[src/rtl/timer_pkg.sv]
// Shared definitions for the timer scheduler: channel state encoding and
// the channel-index width helper.
package timer_pkg;

  localparam logic [1:0] ST_IDLE    = 2'd0;
  localparam logic [1:0] ST_RUNNING = 2'd1;
  localparam logic [1:0] ST_PENDING = 2'd2;

  // A single channel still needs a one-bit index.
  function automatic int ch_w(input int n);
    return (n > 1) ? $clog2(n) : 1;
  endfunction

endpackage

[src/rtl/tick_prescaler.sv]
// Free-running 0..PRESCALE-1 counter that emits a single-cycle tick
// while the count sits at its terminal value.
module tick_prescaler #(
  parameter int PRESCALE = 12000
) (
  input  logic clk,
  input  logic rst,
  output logic tick
);

  localparam int PW = (PRESCALE > 1) ? $clog2(PRESCALE) : 1;
  localparam logic [PW-1:0] LAST = PW'(PRESCALE - 1);

  logic [PW-1:0] count;

  always_ff @(posedge clk or posedge rst) begin
    if (rst) begin
      count <= '0;
    end else if (count == LAST) begin
      count <= '0;
    end else begin
      count <= count + 1'b1;
    end
  end

  // With PRESCALE=1 the count never leaves zero, so tick stays high.
  assign tick = (count == LAST);

endmodule

[src/rtl/timer_scheduler.sv]
// Multi-channel one-shot timers sharing one prescaler; expired channels are
// delivered one per cycle on a registered valid/ready port, round-robin.
module timer_scheduler
  import timer_pkg::*;
#(
  parameter int CHANNELS = 4,
  parameter int PRESCALE = 12000,
  parameter int CNT_W    = 16,
  localparam int CH_W    = ch_w(CHANNELS)
) (
  input  logic                clk,
  input  logic                rst,
  input  logic                arm_valid,
  output logic                arm_ready,
  input  logic [CH_W-1:0]     arm_ch,
  input  logic [CNT_W-1:0]    arm_ticks,
  input  logic [CHANNELS-1:0] cancel,
  output logic [CHANNELS-1:0] busy,
  output logic                evt_valid,
  output logic [CH_W-1:0]     evt_ch,
  input  logic                evt_ready,
  output logic                tick_out
);

  logic [1:0]          state     [CHANNELS];
  logic [CNT_W-1:0]    remaining [CHANNELS];
  logic                tick;
  logic                arm_fire;
  logic                evt_accept;
  logic                arb_en;
  logic                arb_found;
  logic [CH_W-1:0]     arb_idx;
  logic [CH_W-1:0]     rr_ptr;
  logic [CHANNELS-1:0] pend_mask;

  // First set bit of mask at or after ptr, wrapping; returns {found, index}.
  function automatic logic [CH_W:0] rr_pick(input logic [CHANNELS-1:0] mask,
                                            input logic [CH_W-1:0] ptr);
    logic found;
    logic [CH_W-1:0] idx;
    int j;
    found = 1'b0;
    idx   = '0;
    for (int k = 0; k < CHANNELS; k++) begin
      j = (int'(ptr) + k) % CHANNELS;
      if (!found && mask[j]) begin
        found = 1'b1;
        idx   = CH_W'(j);
      end
    end
    return {found, idx};
  endfunction

  tick_prescaler #(.PRESCALE(PRESCALE)) u_prescaler (
    .clk  (clk),
    .rst  (rst),
    .tick (tick)
  );

  assign tick_out   = tick;
  assign arm_fire   = arm_valid && arm_ready;
  assign evt_accept = evt_valid && evt_ready;
  assign arb_en     = !evt_valid || evt_accept;

  // Out-of-range channel numbers never handshake.
  always_comb begin
    arm_ready = 1'b0;
    if (int'(arm_ch) < CHANNELS) begin
      arm_ready = (state[arm_ch] == ST_IDLE);
    end
  end

  always_comb begin
    busy      = '0;
    pend_mask = '0;
    for (int i = 0; i < CHANNELS; i++) begin
      busy[i]      = (state[i] != ST_IDLE);
      pend_mask[i] = (state[i] == ST_PENDING) &&
                     !(evt_accept && (evt_ch == CH_W'(i)));
    end
  end

  always_comb begin
    {arb_found, arb_idx} = rr_pick(pend_mask, rr_ptr);
  end

  always_ff @(posedge clk or posedge rst) begin
    if (rst) begin
      for (int i = 0; i < CHANNELS; i++) begin
        state[i]     <= ST_IDLE;
        remaining[i] <= '0;
      end
    end else begin
      for (int i = 0; i < CHANNELS; i++) begin
        case (state[i])
          ST_IDLE: begin
            if (arm_fire && (arm_ch == CH_W'(i))) begin
              if (arm_ticks == '0) begin
                state[i] <= ST_PENDING;
              end else begin
                state[i]     <= ST_RUNNING;
                remaining[i] <= arm_ticks;
              end
            end
          end
          // Cancel takes priority over an expiry on the same edge.
          ST_RUNNING: begin
            if (cancel[i]) begin
              state[i] <= ST_IDLE;
            end else if (tick) begin
              if (remaining[i] == CNT_W'(1)) begin
                state[i] <= ST_PENDING;
              end else begin
                remaining[i] <= remaining[i] - 1'b1;
              end
            end
          end
          ST_PENDING: begin
            if (evt_accept && (evt_ch == CH_W'(i))) begin
              state[i] <= ST_IDLE;
            end
          end
          default: state[i] <= ST_IDLE;
        endcase
      end
    end
  end

  always_ff @(posedge clk or posedge rst) begin
    if (rst) begin
      evt_valid <= 1'b0;
      evt_ch    <= '0;
      rr_ptr    <= '0;
    end else if (arb_en) begin
      evt_valid <= arb_found;
      if (arb_found) begin
        evt_ch <= arb_idx;
        rr_ptr <= (int'(arb_idx) == CHANNELS - 1) ? '0 : arb_idx + 1'b1;
      end
    end
  end

endmodule
[config.mk]
export PLATFORM = sky130hd
export DESIGN_NAME = timer_scheduler
export DESIGN_NICKNAME = d
export VERILOG_FILES = /design/src/rtl/timer_pkg.sv /design/src/rtl/tick_prescaler.sv /design/src/rtl/timer_scheduler.sv
export SDC_FILE = /design/constraint.sdc
export NUM_CORES = 1
export LEC_CHECK = 0
export ABC_CLOCK_PERIOD_IN_PS = 3400
export BUFFER_PORTS_ARGS = -buffer_cell sky130_fd_sc_hd__buf_2
export CAP_MARGIN = 20
export CORE_MARGIN = 2
export CORE_UTILIZATION = 35
export DETAILED_ROUTE_END_ITERATION = 8
export SLEW_MARGIN = 5
export SYNTH_ARGS = -nofsm -noshare
export SYNTH_HDL_FRONTEND = slang
export SYNTH_SLANG_ARGS = --single-unit
[constraint.sdc]
create_clock -name clk -period 3.4 [get_ports clk]
set_input_delay 0.34 -clock clk [delete_from_list [all_inputs] [get_ports clk]]
set_output_delay 0.34 -clock clk [all_outputs]
set_load 0.05 [all_outputs]
==> results of run 1 <==
## cell usage after synthesis, types with 6 or more instances
cell,number,area [µm²]
dfrtp_1,91,2277
nor2_1,80,300.3
a21oi_1,62,310.3
nand2_1,44,165.2
o21ai_0,43,215.2
nand3_1,33,165.2
nor3_1,30,150.1
inv_1,27,101.4
a31oi_1,26,162.7
clkbuf_1,23,86.33
nor4_1,19,118.9
and3_1,16,100.1
o22a_1,15,131.4
nand4_1,14,87.58
o22ai_1,13,81.33
a2bb2oi_1,10,87.58
ha_1,9,112.6
nand2b_1,9,56.30
nor2b_1,9,56.30
a22oi_1,8,60.06
o211ai_1,7,52.55
or3_1,7,43.79
a22o_1,6,52.55
or4_1,6,45.04
xnor2_1,6,52.55
xor2_1,6,52.55
## cell type report
cell class                 count  area, µm²
clock inverter                 5      37.54
fill                        1697       9976
inverter                      28      107.6
clock buffer                  11      242.7
timing repair buffer          45      252.7
multi-input combinational    567       3473
tap                          220      275.3
sequential                    91       2277
## layer usage
layer,GRT usage [%],vias to the layer above,share of wire (%)
li1,-,2788,-
met1,29.92,2811,47
met2,32.43,195,45
met3,4.429,29,5.8
met4,5.848,0,2.2
met5,0,-,0
## state kept, by name, indices dropped and copies added (netlist names)
signal             cells
remaining             64
u_prescaler.count     14
state                  8
evt_ch                 2
rr_ptr                 2
evt_valid              1
## through the flow
step                      utilization (%)  power [mW]  hold slack (ns)  area [µm²]  cells
final                               40.06       5.539           0.1454        6666    967
after global routing                40.06       5.987           0.2116        6666    967
after CTS                           40.06       5.534           0.1787        6666    967
after detailed placement            38.37       4.542           0.4829        6386    951
after global placement              38.37       4.544           0.4709        6386    951
after floorplan                         -       3.853           0.4549        5989    717
## worst min path at each step
stage,endpoint,slack (ns),cells past startpoint
after floorplan,u_prescaler.count[0]$_DFF_PP0_,0.45,1
after global placement,u_prescaler.count[0]$_DFF_PP0_,0.47,1
after detailed placement,remaining[62]$_DFFE_PP0P_,0.48,1
after CTS,remaining[32]$_DFFE_PP0P_,0.18,2
after global routing,remaining[32]$_DFFE_PP0P_,0.21,2
final,remaining[32]$_DFFE_PP0P_,0.15,2
## critical path, cell delays in order (launching register included)
cell and delay, ns:
dfrtp_1 0.39, ha_1 0.24, or4b_4 0.50, nor4_4 0.68
nand3_2 0.47, and2_4 0.37, o22a_1 0.23
## logic make-up after synthesis
group / Yosys count / share of synthesized area [%]
and+or+nand+nor: 296 / 26.03
AOI/OAI and AO/OA: 243 / 26.93
DFF: 91 / 38.02
buffers and inverters: 59 / 3.990
xor gates and xnor gates: 12 / 1.755
adders and majority gates: 9 / 1.880
muxes: 7 / 1.400
## power by group through the flow
stage | combinational [mW] | sequential, mW | clock (mW)
floorplan | 1.94 | 1.91 | 0
global route | 2.87 | 2.07 | 1.04
detailed placement | 2.54 | 2.00 | 0
global placement | 2.55 | 2.00 | 0
CTS | 2.55 | 1.98 | 0.999
finish | 2.57 | 2.00 | 0.973
==> impl_results.html, run 1 <==
<table>
<tr><th>Metric</th><th>Value</th></tr>
<tr><th colspan="2">Power</th></tr>
<tr><td>Flop pwr share</td><td>36.1%</td></tr>
<tr><td>Worst ir drop on vdd</td><td>0.0004145 V</td></tr>
<tr><td>Net switching power</td><td>2.561 mW</td></tr>
<tr><td>Internal cell power</td><td>2.978 mW</td></tr>
<tr><td>Combinational share of power</td><td>46.3%</td></tr>
<tr><td>Ratio of total power to cell area</td><td>830.9 mW/mm²</td></tr>
<tr><td>P_leak</td><td>2.686 nW</td></tr>
<tr><td>Power share of the clock group</td><td>17.6%</td></tr>
<tr><td>Switch share</td><td>46.23%</td></tr>
<tr><th colspan="2">Floorplan</th></tr>
<tr><td>Die Width</td><td>134.8 µm</td></tr>
<tr><td>Core footprint</td><td>0.01664 mm²</td></tr>
<tr><td>Die area</td><td>0.01818 mm²</td></tr>
<tr><td>Starting density of the core</td><td>35.99%</td></tr>
<tr><td>Die boundary height</td><td>134.8 µm</td></tr>
<tr><td>Std-Cell Rows</td><td>47</td></tr>
<tr><td>Number of top-level design ports</td><td>35</td></tr>
<tr><th colspan="2">Setup path</th></tr>
<tr><td>Classification of the worst setup path</td><td>reg2reg</td></tr>
<tr><td>Timing startpoint of the critical path</td><td>u_prescaler.count[0]$_DFF_PP0_</td></tr>
<tr><td>Flop-to-flop setup slack</td><td>0.40 ns</td></tr>
<tr><td>Arrival time of data at the critical path endpoint</td><td>3.24 ns</td></tr>
<tr><td>Critical R2R Capture</td><td>remaining[6]$_DFFE_PP0P_</td></tr>
<tr><td>Element type at the critical path end</td><td>register</td></tr>
<tr><td>Startpoint of the lowest-slack register-to-register path</td><td>u_prescaler.count[0]$_DFF_PP0_</td></tr>
<tr><td>Critical Path Sink</td><td>remaining[6]$_DFFE_PP0P_</td></tr>
<tr><td>Startpoint Class</td><td>register</td></tr>
<tr><td>Crit path required time</td><td>3.64 ns</td></tr>
<tr><td>Cells on worst reg2reg path</td><td>6</td></tr>
<tr><td>Largest driver fanout on the critical path</td><td>16</td></tr>
<tr><th colspan="2">Synth</th></tr>
<tr><td>Cell variety after synth</td><td>70</td></tr>
<tr><td>Share of synthesized flip-flops with an asynchronous set or reset</td><td>100.0%</td></tr>
<tr><td>Synthesis Warnings</td><td>0</td></tr>
<tr><td>Number of standard cells after synthesis</td><td>717</td></tr>
<tr><td>Avg Inst Size Synth</td><td>8.354 µm²</td></tr>
<tr><td>Most common flop cell mapped by yosys</td><td>dfrtp_1</td></tr>
<tr><td>Total nets after synthesis</td><td>752</td></tr>
<tr><td>Number of enable flip-flop cells after synthesis</td><td>0</td></tr>
<tr><td>Part of the Yosys area used for sequential elements</td><td>38.02%</td></tr>
<tr><td>Total of flip-flops plus latches after synthesis</td><td>91</td></tr>
<tr><td>Netlist area before placement</td><td>0.005989 mm²</td></tr>
<tr><th colspan="2">Timing</th></tr>
<tr><td>Maximum clock skew at final layout</td><td>0.009885 ns</td></tr>
<tr><td>RSZ-0062 raised after global routing</td><td>false</td></tr>
<tr><td>Max Freq</td><td>333.3 MHz</td></tr>
<tr><td>Final count of negative-setup-slack endpoints</td><td>0</td></tr>
<tr><td>Total count of max-transition violations in the final report</td><td>0</td></tr>
<tr><td>Clock period minus worst slack</td><td>3.000 ns</td></tr>
<tr><td>Final critical-path setup slack</td><td>0.3998 ns</td></tr>
<tr><td>Worst Max-Slew Pin Slew</td><td>1.091 ns</td></tr>
<tr><td>Setup_tns</td><td>0 ns</td></tr>
<tr><td>Final period util</td><td>88.24%</td></tr>
<tr><td>Worst relative slew slack</td><td>26.33%</td></tr>
<tr><td>Final-report hold violation count</td><td>0</td></tr>
<tr><th colspan="2">Placement</th></tr>
<tr><td>Placer's final routability congestion estimate</td><td>0.8965</td></tr>
<tr><td>Worst-case setup slack after placement</td><td>0.4782 ns</td></tr>
<tr><td>Count of input and output buffers</td><td>34</td></tr>
<tr><td>DP Wirelength</td><td>12960 µm</td></tr>
<tr><th colspan="2">Cells and area</th></tr>
<tr><td>Area growth from synthesis to layout</td><td>11.30%</td></tr>
<tr><td>Post-layout net count</td><td>777</td></tr>
<tr><td>Share of final-layout standard cells stronger than drive strength 1</td><td>10.84%</td></tr>
<tr><td>Number of antenna cells inserted</td><td>0</td></tr>
<tr><td>Highest-count cells in the layout ignoring fill and taps</td><td>dfrtp_1 (91), nor2_1 (80), a21oi_1 (62)</td></tr>
<tr><td>Most common cell after layout, fill and taps aside</td><td>dfrtp_1</td></tr>
<tr><th colspan="2">Route</th></tr>
<tr><td>Ratio of routed vias to standard cells</td><td>6.022</td></tr>
<tr><td>Total routed wirelength</td><td>18320 µm</td></tr>
<tr><td>DR iter-0 viols</td><td>571</td></tr>
<tr><td>Post-detailed-route wirelength per cell</td><td>18.95 µm</td></tr>
<tr><td>Total number of vias</td><td>5823</td></tr>
<tr><td>Number of nets still failing antenna checks after routing</td><td>0</td></tr>
<tr><td>Drc violations</td><td>0</td></tr>
<tr><td>Detailed-routing iteration count for the pre-antenna-repair pass</td><td>5</td></tr>
<tr><th colspan="2">Hold path</th></tr>
<tr><td>Kind of path behind the tightest hold check</td><td>in2async</td></tr>
<tr><th colspan="2">GRT</th></tr>
<tr><td>Via count of the first global-routing pass</td><td>5547</td></tr>
<tr><td>Global-route wire length before repair</td><td>30190 µm</td></tr>
<tr><td>Pin count of the biggest net entering global routing</td><td>63</td></tr>
<tr><td>Final global-route overflow total</td><td>0</td></tr>
<tr><td>All-Layer GR Usage</td><td>21.05%</td></tr>
<tr><td>Number of antenna violations at the first check in global routing</td><td>0</td></tr>
<tr><th colspan="2">Clock network</th></tr>
<tr><td>CTS Hold Buffers Added</td><td>0</td></tr>
<tr><td>Worst-Skew Late Latency</td><td>0.35 ns</td></tr>
<tr><td>Root buffer selected by CTS</td><td>clkbuf_16</td></tr>
<tr><td>Total CTS buffers</td><td>9</td></tr>
<tr><td># Post-CTS Setup Buffers</td><td>0</td></tr>
<tr><td>Maximum buffer depth of the clock tree</td><td>2</td></tr>
<tr><td>Clock transition at the registers of the reported paths</td><td>0.07 ns</td></tr>
<tr><td>CTS tree</td><td>done</td></tr>
<tr><td>Clock sinks</td><td>91</td></tr>
<tr><td>Total of cells resized after clock tree synthesis</td><td>0</td></tr>
<tr><td>H-tree Lvls</td><td>3</td></tr>
<tr><th colspan="2">Job</th></tr>
<tr><td>Max_cap viols</td><td>0</td></tr>
<tr><th colspan="2">Run status</th></tr>
<tr><td>Run status</td><td>finished clean</td></tr>
</table>
No activity file was read; power rests on OpenSTA's default activity.
==> inputs of run 2 (changes only) <==
CORE_UTILIZATION = 62   (was 35)
PLACE_DENSITY = 0.81   (was unset)
SETUP_SLACK_MARGIN = 0.1   (was unset)
==> run 2 against run 1 <==
  * Global-route usage up 14 points
  * Clock power down 32%
  * Worst hold slack improved by 0.15 ns
  * Critical endpoint is now remaining[17]$_DFFE_PP0P_
  * Wire length is 3.8% lower
  * Sequential share of layout area increased by 1.1 points
  * Final cell count decreased by 9.5%
  * Setup slack better by 0.090 ns
  * Via count is 4.9% higher
  * Sequential power about the same
  * Final area down 3.1%
  * Combinational power barely moved
==> impl_results.html, run 2 (synthesis gave the netlist of run 1 again) <==
<table>
<tr><th>Metric</th><th>Value</th></tr>
<tr><th colspan="2">Run status</th></tr>
<tr><td>Run status</td><td>finished clean</td></tr>
<tr><th colspan="2">Setup path</th></tr>
<tr><td>Startpoint Class</td><td>register</td></tr>
<tr><td>Largest driver fanout on the critical path</td><td>11 (-5)</td></tr>
<tr><td>Flop-to-flop setup slack</td><td>0.49 ns (+0.09 ns)</td></tr>
<tr><td>Arrival time of data at the critical path endpoint</td><td>3.19 ns (-0.05 ns)</td></tr>
<tr><td>Crit path required time</td><td>3.68 ns (+0.04 ns)</td></tr>
<tr><td>Cells on worst reg2reg path</td><td>5 (-1)</td></tr>
<tr><td>Startpoint of the lowest-slack register-to-register path</td><td>u_prescaler.count[8]$_DFF_PP0_</td></tr>
<tr><td>Critical R2R Capture</td><td>remaining[17]$_DFFE_PP0P_</td></tr>
<tr><td>Classification of the worst setup path</td><td>reg2reg</td></tr>
<tr><td>Element type at the critical path end</td><td>register</td></tr>
<tr><th colspan="2">Route</th></tr>
<tr><td>Total routed wirelength</td><td>17620 µm (-3.8%)</td></tr>
<tr><td>Post-detailed-route wirelength per cell</td><td>20.14 µm (+6.3%)</td></tr>
<tr><td>Number of nets still failing antenna checks after routing</td><td>0 (unchanged)</td></tr>
<tr><td>Detailed-routing iteration count for the pre-antenna-repair pass</td><td>5 (unchanged)</td></tr>
<tr><td>DR iter-0 viols</td><td>574 (+0.53%)</td></tr>
<tr><td>Drc violations</td><td>0 (unchanged)</td></tr>
<tr><td>Ratio of routed vias to standard cells</td><td>6.982 (+16%)</td></tr>
<tr><td>Total number of vias</td><td>6109 (+4.9%)</td></tr>
<tr><th colspan="2">Power</th></tr>
<tr><td>P_leak</td><td>2.641 nW (-1.7%)</td></tr>
<tr><td>Internal cell power</td><td>2.736 mW (-8.1%)</td></tr>
<tr><td>Worst ir drop on vdd</td><td>0.0004589 V (+11%)</td></tr>
<tr><td>Power share of the clock group</td><td>12.7% (-4.9 points)</td></tr>
<tr><td>Flop pwr share</td><td>38.6% (+2.5 points)</td></tr>
<tr><td>Ratio of total power to cell area</td><td>808.1 mW/mm² (-2.7%)</td></tr>
<tr><td>Combinational share of power</td><td>48.7% (+2.4 points)</td></tr>
<tr><td>Switch share</td><td>47.58% (+1.3 points)</td></tr>
<tr><td>Net switching power</td><td>2.484 mW (-3.0%)</td></tr>
<tr><th colspan="2">GRT</th></tr>
<tr><td>Met3 Resource Use GR</td><td>6.088% (+1.7 points)</td></tr>
<tr><td>Pin count of the biggest net entering global routing</td><td>57 (-9.5%)</td></tr>
<tr><td>Number of antenna violations at the first check in global routing</td><td>0 (unchanged)</td></tr>
<tr><td>Met2 Use GR</td><td>54.20% (+22 points)</td></tr>
<tr><td>Routing layer with the top usage in global route</td><td>met2</td></tr>
<tr><td>Via count of the first global-routing pass</td><td>5564 (+0.31%)</td></tr>
<tr><td>Met1 global-route usage</td><td>49.30% (+19 points)</td></tr>
<tr><td>Final global-route overflow total</td><td>0 (unchanged)</td></tr>
<tr><td>Global-route wire length before repair</td><td>28460 µm (-5.7%)</td></tr>
<tr><td>All-Layer GR Usage</td><td>35.26% (+14 points)</td></tr>
<tr><th colspan="2">Cells and area</th></tr>
<tr><td>Area growth from synthesis to layout</td><td>7.855%</td></tr>
<tr><td>Largest Register</td><td>remaining</td></tr>
<tr><td>Post-layout net count</td><td>777 (unchanged)</td></tr>
<tr><td>Most common cell after layout, fill and taps aside</td><td>dfrtp_1</td></tr>
<tr><td>Share of final-layout standard cells stronger than drive strength 1</td><td>10.32% (-0.52 points)</td></tr>
<tr><td>Filler cells</td><td>768 (-55%)</td></tr>
<tr><td>Biggest regs</td><td>remaining x64, u_prescaler.count x14, state x8</td></tr>
<tr><td>Post-route cell area</td><td>0.006460 mm² (-3.1%)</td></tr>
<tr><td>Max reg flops</td><td>64 (unchanged)</td></tr>
<tr><td>Number of antenna cells inserted</td><td>0 (unchanged)</td></tr>
<tr><td>Final Util</td><td>69.26% (+29 points)</td></tr>
<tr><td>Highest-count cells in the layout ignoring fill and taps</td><td>dfrtp_1 (91), nor2_1 (80), a21oi_1 (62)</td></tr>
<tr><th colspan="2">Floorplan</th></tr>
<tr><td>Number of top-level design ports</td><td>35 (unchanged)</td></tr>
<tr><td>Die boundary height</td><td>102.3 µm (-24%)</td></tr>
<tr><td>Starting density of the core</td><td>64.21% (+28 points)</td></tr>
<tr><td>Core footprint</td><td>0.009328 mm² (-44%)</td></tr>
<tr><td>Die area</td><td>0.01046 mm² (-42%)</td></tr>
<tr><td>Std-Cell Rows</td><td>35 (-26%)</td></tr>
<tr><td>Die Width</td><td>102.3 µm (-24%)</td></tr>
<tr><th colspan="2">Timing</th></tr>
<tr><td>Total count of max-transition violations in the final report</td><td>0 (unchanged)</td></tr>
<tr><td>Final-report hold violation count</td><td>0 (unchanged)</td></tr>
<tr><td>Maximum clock skew at final layout</td><td>0.01467 ns (+0.004784 ns)</td></tr>
<tr><td>Final period util</td><td>85.60% (-2.6 points)</td></tr>
<tr><td>Worst relative slew slack</td><td>37.90% (+12 points)</td></tr>
<tr><td>RSZ-0062 raised after global routing</td><td>false</td></tr>
<tr><td>Max Freq</td><td>343.6 MHz (+3.1%)</td></tr>
<tr><td>Clock period minus worst slack</td><td>2.910 ns (-0.08968 ns)</td></tr>
<tr><td>Worst Max-Slew Pin Slew</td><td>0.9281 ns (-0.1625 ns)</td></tr>
<tr><td>Final count of negative-setup-slack endpoints</td><td>0 (unchanged)</td></tr>
<tr><td>WHS</td><td>0.2986 ns (+0.1531 ns)</td></tr>
<tr><td>Setup_tns</td><td>0 ns (unchanged)</td></tr>
<tr><td>Final critical-path setup slack</td><td>0.4895 ns (+0.08968 ns)</td></tr>
<tr><th colspan="2">Clock network</th></tr>
<tr><td>Worst-Skew Late Latency</td><td>0.36 ns (about the same)</td></tr>
<tr><td>Clock sinks</td><td>91 (unchanged)</td></tr>
<tr><td>Root buffer selected by CTS</td><td>clkbuf_8</td></tr>
<tr><td>Total CTS buffers</td><td>9 (unchanged)</td></tr>
<tr><td>Maximum buffer depth of the clock tree</td><td>2 (unchanged)</td></tr>
<tr><td>Clock transition at the registers of the reported paths</td><td>0.09 ns (+0.02 ns)</td></tr>
<tr><td>H-tree Lvls</td><td>3 (unchanged)</td></tr>
<tr><td>Total of cells resized after clock tree synthesis</td><td>0 (unchanged)</td></tr>
<tr><td>CTS tree</td><td>done</td></tr>
<tr><th colspan="2">Placement</th></tr>
<tr><td>Count of input and output buffers</td><td>34 (unchanged)</td></tr>
<tr><td>Post-place instance area</td><td>0.006269 mm² (-1.8%)</td></tr>
<tr><td>Placer's final routability congestion estimate</td><td>0.9867 (+10%)</td></tr>
<tr><td>DP Wirelength</td><td>12240 µm (-5.5%)</td></tr>
<tr><td>Worst-case setup slack after placement</td><td>0.5818 ns (+0.1035 ns)</td></tr>
<tr><th colspan="2">Hold path</th></tr>
<tr><td>Kind of path behind the tightest hold check</td><td>in2reg</td></tr>
<tr><td>Hold path depth</td><td>3</td></tr>
<tr><td>Worst Hold Launch</td><td>cancel[1]</td></tr>
<tr><td>Hold endpoint</td><td>state[5]$_DFFE_PP0P_</td></tr>
<tr><th colspan="2">Job</th></tr>
<tr><td>Max_cap viols</td><td>0 (unchanged)</td></tr>
</table>
[run 2: area by class of cell]
type | instances | area, µm² | area share (%)
Timing Repair Buffer | 45 | 280.3 | 4.339
Inverter | 28 | 106.4 | 1.646
Multi-Input combinational cell | 567 | 3473 | 53.77
Sequential cell | 91 | 2277 | 35.25
Tap cell | 129 | 161.4 | 2.499
Clock inverter | 2 | 12.51 | 0.1937
Clock buffer | 13 | 148.9 | 2.305
[run 2: metal layers]
metal	part of all wire [%]	wire [µm]
met5	0	0
met4	4.3	754
met3	9.2	1613
met2	45	7988
met1	41	7266
[run 2: power groups by stage]
| stage | Clock [mW] | Sequential, mW | Combinational, mW |
|---|---|---|---|
| finish | 0.663 | 2.01 | 2.54 |
| floorplan | 0 | 1.91 | 1.94 |
| global placement | 0 | 1.97 | 2.38 |
| CTS | 0.667 | 1.99 | 2.49 |
| detailed placement | 0 | 2.01 | 2.48 |
| global route | 0.714 | 2.07 | 2.80 |
[run 2: worst max-delay path, cell delays in order (launching register included)]
cell	delay [ns]
dfrtp_1	0.43
or4b_4	0.56
nor4_4	0.50
a31oi_1	0.30
nor2_1	0.77
mux2i_1	0.28
[run 2: repair_timing]
action,in CTS,in global routing
hold buffers,0,1
setup buffers,0,0
endpoints found under the hold margin,0,14
[run 2: stage by stage]
stage	instances	power [mW]
global placement	858	4.353
CTS	873	5.149
floorplan	717	3.853
detailed placement	858	4.488
finish	875	5.220
global route	875	5.589
[run 2: worst max-delay path by stage]
| stage | endpoint | depth (start not counted) | slack, ns | start |
|---|---|---|---|---|
| after floorplan | evt_ch[0]$_DFFE_PP0P_ | 1 | 0.70 | rst |
| after global placement | remaining[17]$_DFFE_PP0P_ | 5 | 0.73 | u_prescaler.count[5]$_DFF_PP0_ |
| after detailed placement | remaining[17]$_DFFE_PP0P_ | 5 | 0.58 | u_prescaler.count[8]$_DFF_PP0_ |
| after CTS | remaining[17]$_DFFE_PP0P_ | 5 | 0.57 | u_prescaler.count[8]$_DFF_PP0_ |
| after global routing | remaining[17]$_DFFE_PP0P_ | 5 | 0.47 | u_prescaler.count[5]$_DFF_PP0_ |
| final | remaining[17]$_DFFE_PP0P_ | 5 | 0.49 | u_prescaler.count[8]$_DFF_PP0_ |
==> inputs of run 3 (changes only) <==
ABC_CLOCK_PERIOD_IN_PS = 2730   (was 3400)
clock period = 2.73 ns   (was 3.4 ns; I/O delays follow)
==> run 3 against run 2 <==
  * Via count down 0.54%
  * Utilization up 1.9 points
  * Clock power up 58%
  * Die area unchanged
  * Critical endpoint is now remaining[31]$_DFFE_PP0P_
==> impl_results.html, run 3 (synthesis gave the netlist of run 1 again) <==
<table>
<tr><th>Metric</th><th>Value</th></tr>
<tr><th colspan="2">GRT</th></tr>
<tr><td>Via count of the first global-routing pass</td><td>5659 (+1.7%)</td></tr>
<tr><td>Final global-route overflow total</td><td>0 (unchanged)</td></tr>
<tr><td>Number of antenna violations at the first check in global routing</td><td>0 (unchanged)</td></tr>
<tr><td>Pin count of the biggest net entering global routing</td><td>52 (-8.8%)</td></tr>
<tr><td>Routing layer with the top usage in global route</td><td>met2</td></tr>
<tr><td>All-Layer GR Usage</td><td>34.82% (-0.45 points)</td></tr>
<tr><td>Met3 Resource Use GR</td><td>6.772% (+0.68 points)</td></tr>
<tr><td>Met2 Use GR</td><td>55.01% (+0.81 points)</td></tr>
<tr><td>Met1 global-route usage</td><td>47.63% (-1.7 points)</td></tr>
<tr><td>Global-route wire length before repair</td><td>28300 µm (-0.58%)</td></tr>
<tr><th colspan="2">Timing</th></tr>
<tr><td>Setup_tns</td><td>0 ns (unchanged)</td></tr>
<tr><td>Max Freq</td><td>398.7 MHz (+16%)</td></tr>
<tr><td>Worst relative slew slack</td><td>41.87% (+4.0 points)</td></tr>
<tr><td>Total count of max-transition violations in the final report</td><td>0 (unchanged)</td></tr>
<tr><td>Final period util</td><td>91.87% (+6.3 points)</td></tr>
<tr><td>Clock period minus worst slack</td><td>2.508 ns (-0.4023 ns)</td></tr>
<tr><td>RSZ-0062 raised after global routing</td><td>false</td></tr>
<tr><td>Final count of negative-setup-slack endpoints</td><td>0 (unchanged)</td></tr>
<tr><td>Final-report hold violation count</td><td>0 (unchanged)</td></tr>
<tr><td>Maximum clock skew at final layout</td><td>0.01621 ns (+0.001543 ns)</td></tr>
<tr><td>Worst Max-Slew Pin Slew</td><td>0.8702 ns (-0.05796 ns)</td></tr>
<tr><th colspan="2">Setup path</th></tr>
<tr><td>Ordered list of cells on the worst path</td><td>ha_1, or4b_4, nor4_4, buf_4, a21boi_0, o31ai_1, o21ai_0</td></tr>
<tr><td>Arrival time of data at the critical path endpoint</td><td>2.74 ns (-0.45 ns)</td></tr>
<tr><td>Crit path required time</td><td>2.96 ns (-0.72 ns)</td></tr>
<tr><td>Largest driver fanout on the critical path</td><td>5 (-6)</td></tr>
<tr><td>Crit-path max cell delay</td><td>0.50 ns (-0.27 ns)</td></tr>
<tr><td>Classification of the worst setup path</td><td>reg2reg</td></tr>
<tr><td>Element type at the critical path end</td><td>register</td></tr>
<tr><td>Startpoint Class</td><td>register</td></tr>
<tr><td>Cell with the largest stage delay on the worst path</td><td>or4b_4</td></tr>
<tr><th colspan="2">Placement</th></tr>
<tr><td>DP Wirelength</td><td>12230 µm (-0.12%)</td></tr>
<tr><td>Post-place instance area</td><td>0.006391 mm² (+2.0%)</td></tr>
<tr><td>Count of input and output buffers</td><td>34 (unchanged)</td></tr>
<tr><td>Placer's final routability congestion estimate</td><td>0.9338 (-5.4%)</td></tr>
<tr><th colspan="2">Floorplan</th></tr>
<tr><td>Starting density of the core</td><td>64.21% (unchanged)</td></tr>
<tr><td>Number of top-level design ports</td><td>35 (unchanged)</td></tr>
<tr><td>Die boundary height</td><td>102.3 µm (unchanged)</td></tr>
<tr><td>Core footprint</td><td>0.009328 mm² (unchanged)</td></tr>
<tr><td>Die area</td><td>0.01046 mm² (unchanged)</td></tr>
<tr><td>Die Width</td><td>102.3 µm (unchanged)</td></tr>
<tr><td>Std-Cell Rows</td><td>35 (unchanged)</td></tr>
<tr><th colspan="2">Cells and area</th></tr>
<tr><td>Post-route cell area</td><td>0.006636 mm² (+2.7%)</td></tr>
<tr><td>Most common cell after layout, fill and taps aside</td><td>dfrtp_1</td></tr>
<tr><td>Number of antenna cells inserted</td><td>0 (unchanged)</td></tr>
<tr><td>Share of final-layout standard cells stronger than drive strength 1</td><td>12.86% (+2.5 points)</td></tr>
<tr><td>Area growth from synthesis to layout</td><td>10.80%</td></tr>
<tr><td>Filler cells</td><td>779 (+1.4%)</td></tr>
<tr><td>Largest Register</td><td>remaining</td></tr>
<tr><td>Highest-count cells in the layout ignoring fill and taps</td><td>dfrtp_1 (91), nor2_1 (79), a21oi_1 (62)</td></tr>
<tr><td>Final Util</td><td>71.15% (+1.9 points)</td></tr>
<tr><td>Max reg flops</td><td>64 (unchanged)</td></tr>
<tr><td>Post-layout net count</td><td>792 (+1.9%)</td></tr>
<tr><td>Biggest regs</td><td>remaining x64, u_prescaler.count x14, state x8</td></tr>
<tr><th colspan="2">Power</th></tr>
<tr><td>P_leak</td><td>2.729 nW (+3.3%)</td></tr>
<tr><td>Ratio of total power to cell area</td><td>1022 mW/mm² (+26%)</td></tr>
<tr><td>Worst ir drop on vdd</td><td>0.0005121 V (+12%)</td></tr>
<tr><th colspan="2">Route</th></tr>
<tr><td>Total number of vias</td><td>6076 (-0.54%)</td></tr>
<tr><td>Post-detailed-route wirelength per cell</td><td>19.56 µm (-2.9%)</td></tr>
<tr><td>Number of nets still failing antenna checks after routing</td><td>0 (unchanged)</td></tr>
<tr><td>Total routed wirelength</td><td>17430 µm (-1.1%)</td></tr>
<tr><td>Detailed-routing iteration count for the pre-antenna-repair pass</td><td>5 (unchanged)</td></tr>
<tr><td>Ratio of routed vias to standard cells</td><td>6.819 (-2.3%)</td></tr>
<tr><td>DR iter-0 viols</td><td>599 (+4.4%)</td></tr>
<tr><td>Drc violations</td><td>0 (unchanged)</td></tr>
<tr><th colspan="2">Clock network</th></tr>
<tr><td>Total CTS buffers</td><td>9 (unchanged)</td></tr>
<tr><td>Worst-Skew Late Latency</td><td>0.37 ns (about the same)</td></tr>
<tr><td>H-tree Lvls</td><td>3 (unchanged)</td></tr>
<tr><td>CTS tree</td><td>done</td></tr>
<tr><td>Maximum buffer depth of the clock tree</td><td>2 (unchanged)</td></tr>
<tr><td># Post-CTS Setup Buffers</td><td>0 (unchanged)</td></tr>
<tr><td>Clock sinks</td><td>91 (unchanged)</td></tr>
<tr><td>Root buffer selected by CTS</td><td>clkbuf_8</td></tr>
<tr><td>Clock transition at the registers of the reported paths</td><td>0.09 ns (about the same)</td></tr>
<tr><th colspan="2">Job</th></tr>
<tr><td>Max_cap viols</td><td>0 (unchanged)</td></tr>
<tr><th colspan="2">Hold path</th></tr>
<tr><td>Kind of path behind the tightest hold check</td><td>in2reg</td></tr>
<tr><th colspan="2">Run status</th></tr>
<tr><td>Run status</td><td>finished clean</td></tr>
</table>
[run 3: cell count changes in the layout (fill, tap and decap cells not counted), sizes merged]
cell | previous run | this run
clkinvlp | 1 | 2
clkbuf | 13 | 12
bufinv | 0 | 2
buf | 44 | 59
clkinv | 3 | 2
[run 3: final cells by class]
class,instances,area (µm²),area share [%]
inverter,28,108.9,1.640
clock buffer,12,155.1,2.338
timing repair buffer,60,380.4,5.732
tap,129,161.4,2.432
multi-input combinational,567,3481,52.45
sequential,91,2277,34.31
clock inverter,4,72.57,1.094
[run 3: path summary, 6_finish.rpt]
path | start | to | cells after the start | slack, ns
setup / recovery | u_prescaler.count[0]$_DFF_PP0_ | remaining[31]$_DFFE_PP0P_ | 7 | 0.22
hold / removal | cancel[3] | state[1]$_DFFE_PP0P_ | 4 | 0.24
setup reg to reg | u_prescaler.count[0]$_DFF_PP0_ | remaining[31]$_DFFE_PP0P_ | 7 | 0.22
hold reg to reg | u_prescaler.count[0]$_DFF_PP0_ | u_prescaler.count[0]$_DFF_PP0_ | 1 | 0.50
max in group asynchronous | rst | remaining[3]$_DFFE_PP0P_ | 4 | 1.60
min in group asynchronous | rst | remaining[43]$_DFFE_PP0P_ | 3 | 0.47
[run 3: critical path, delay by kind of cell, from the launching register on]
family                     cells  cell delay [ns]
adders and majority gates      1             0.23
and+or+nand+nor                2             0.91
DFF                            1             0.39
buffers and inverters          1             0.23
AOI/OAI and AO/OA              3             0.63
[run 3: report_power, final]
group | switching (mW) | internal [mW]
Clock | 0.485 | 0.565
Combinational | 1.98 | 1.26
Sequential | 0.638 | 1.86
Total | 3.10 | 3.68
[run 3: timing repair]
item,CTS,global route
pin swaps,0,2
hold buffers,1,0
setup endpoints to repair,5,18
resized for setup,1,2
gates cloned,0,0
hold endpoints to repair,17,0
[run 3: per-stage QoR]
stage	hold slack (ns)	worst slack (ns)	cells	power [mW]
4_1_cts	0.2355	0.1259	891	6.712
3_5_place_dp	0.3086	0.04647	874	5.652
5_1_grt	0.2335	0.1118	891	7.253
3_3_place_gp	0.2991	0.1612	874	5.519
2_1_floorplan	0.4549	0.4032	717	4.798
6_report	0.2375	0.2218	891	6.783
[run 3: layer usage]
layer  wire (µm)  vias up
li1            -     2808
met1        7097     2890
met2        8107      330
met3        1656       48
met4         568        0
met5           0        -
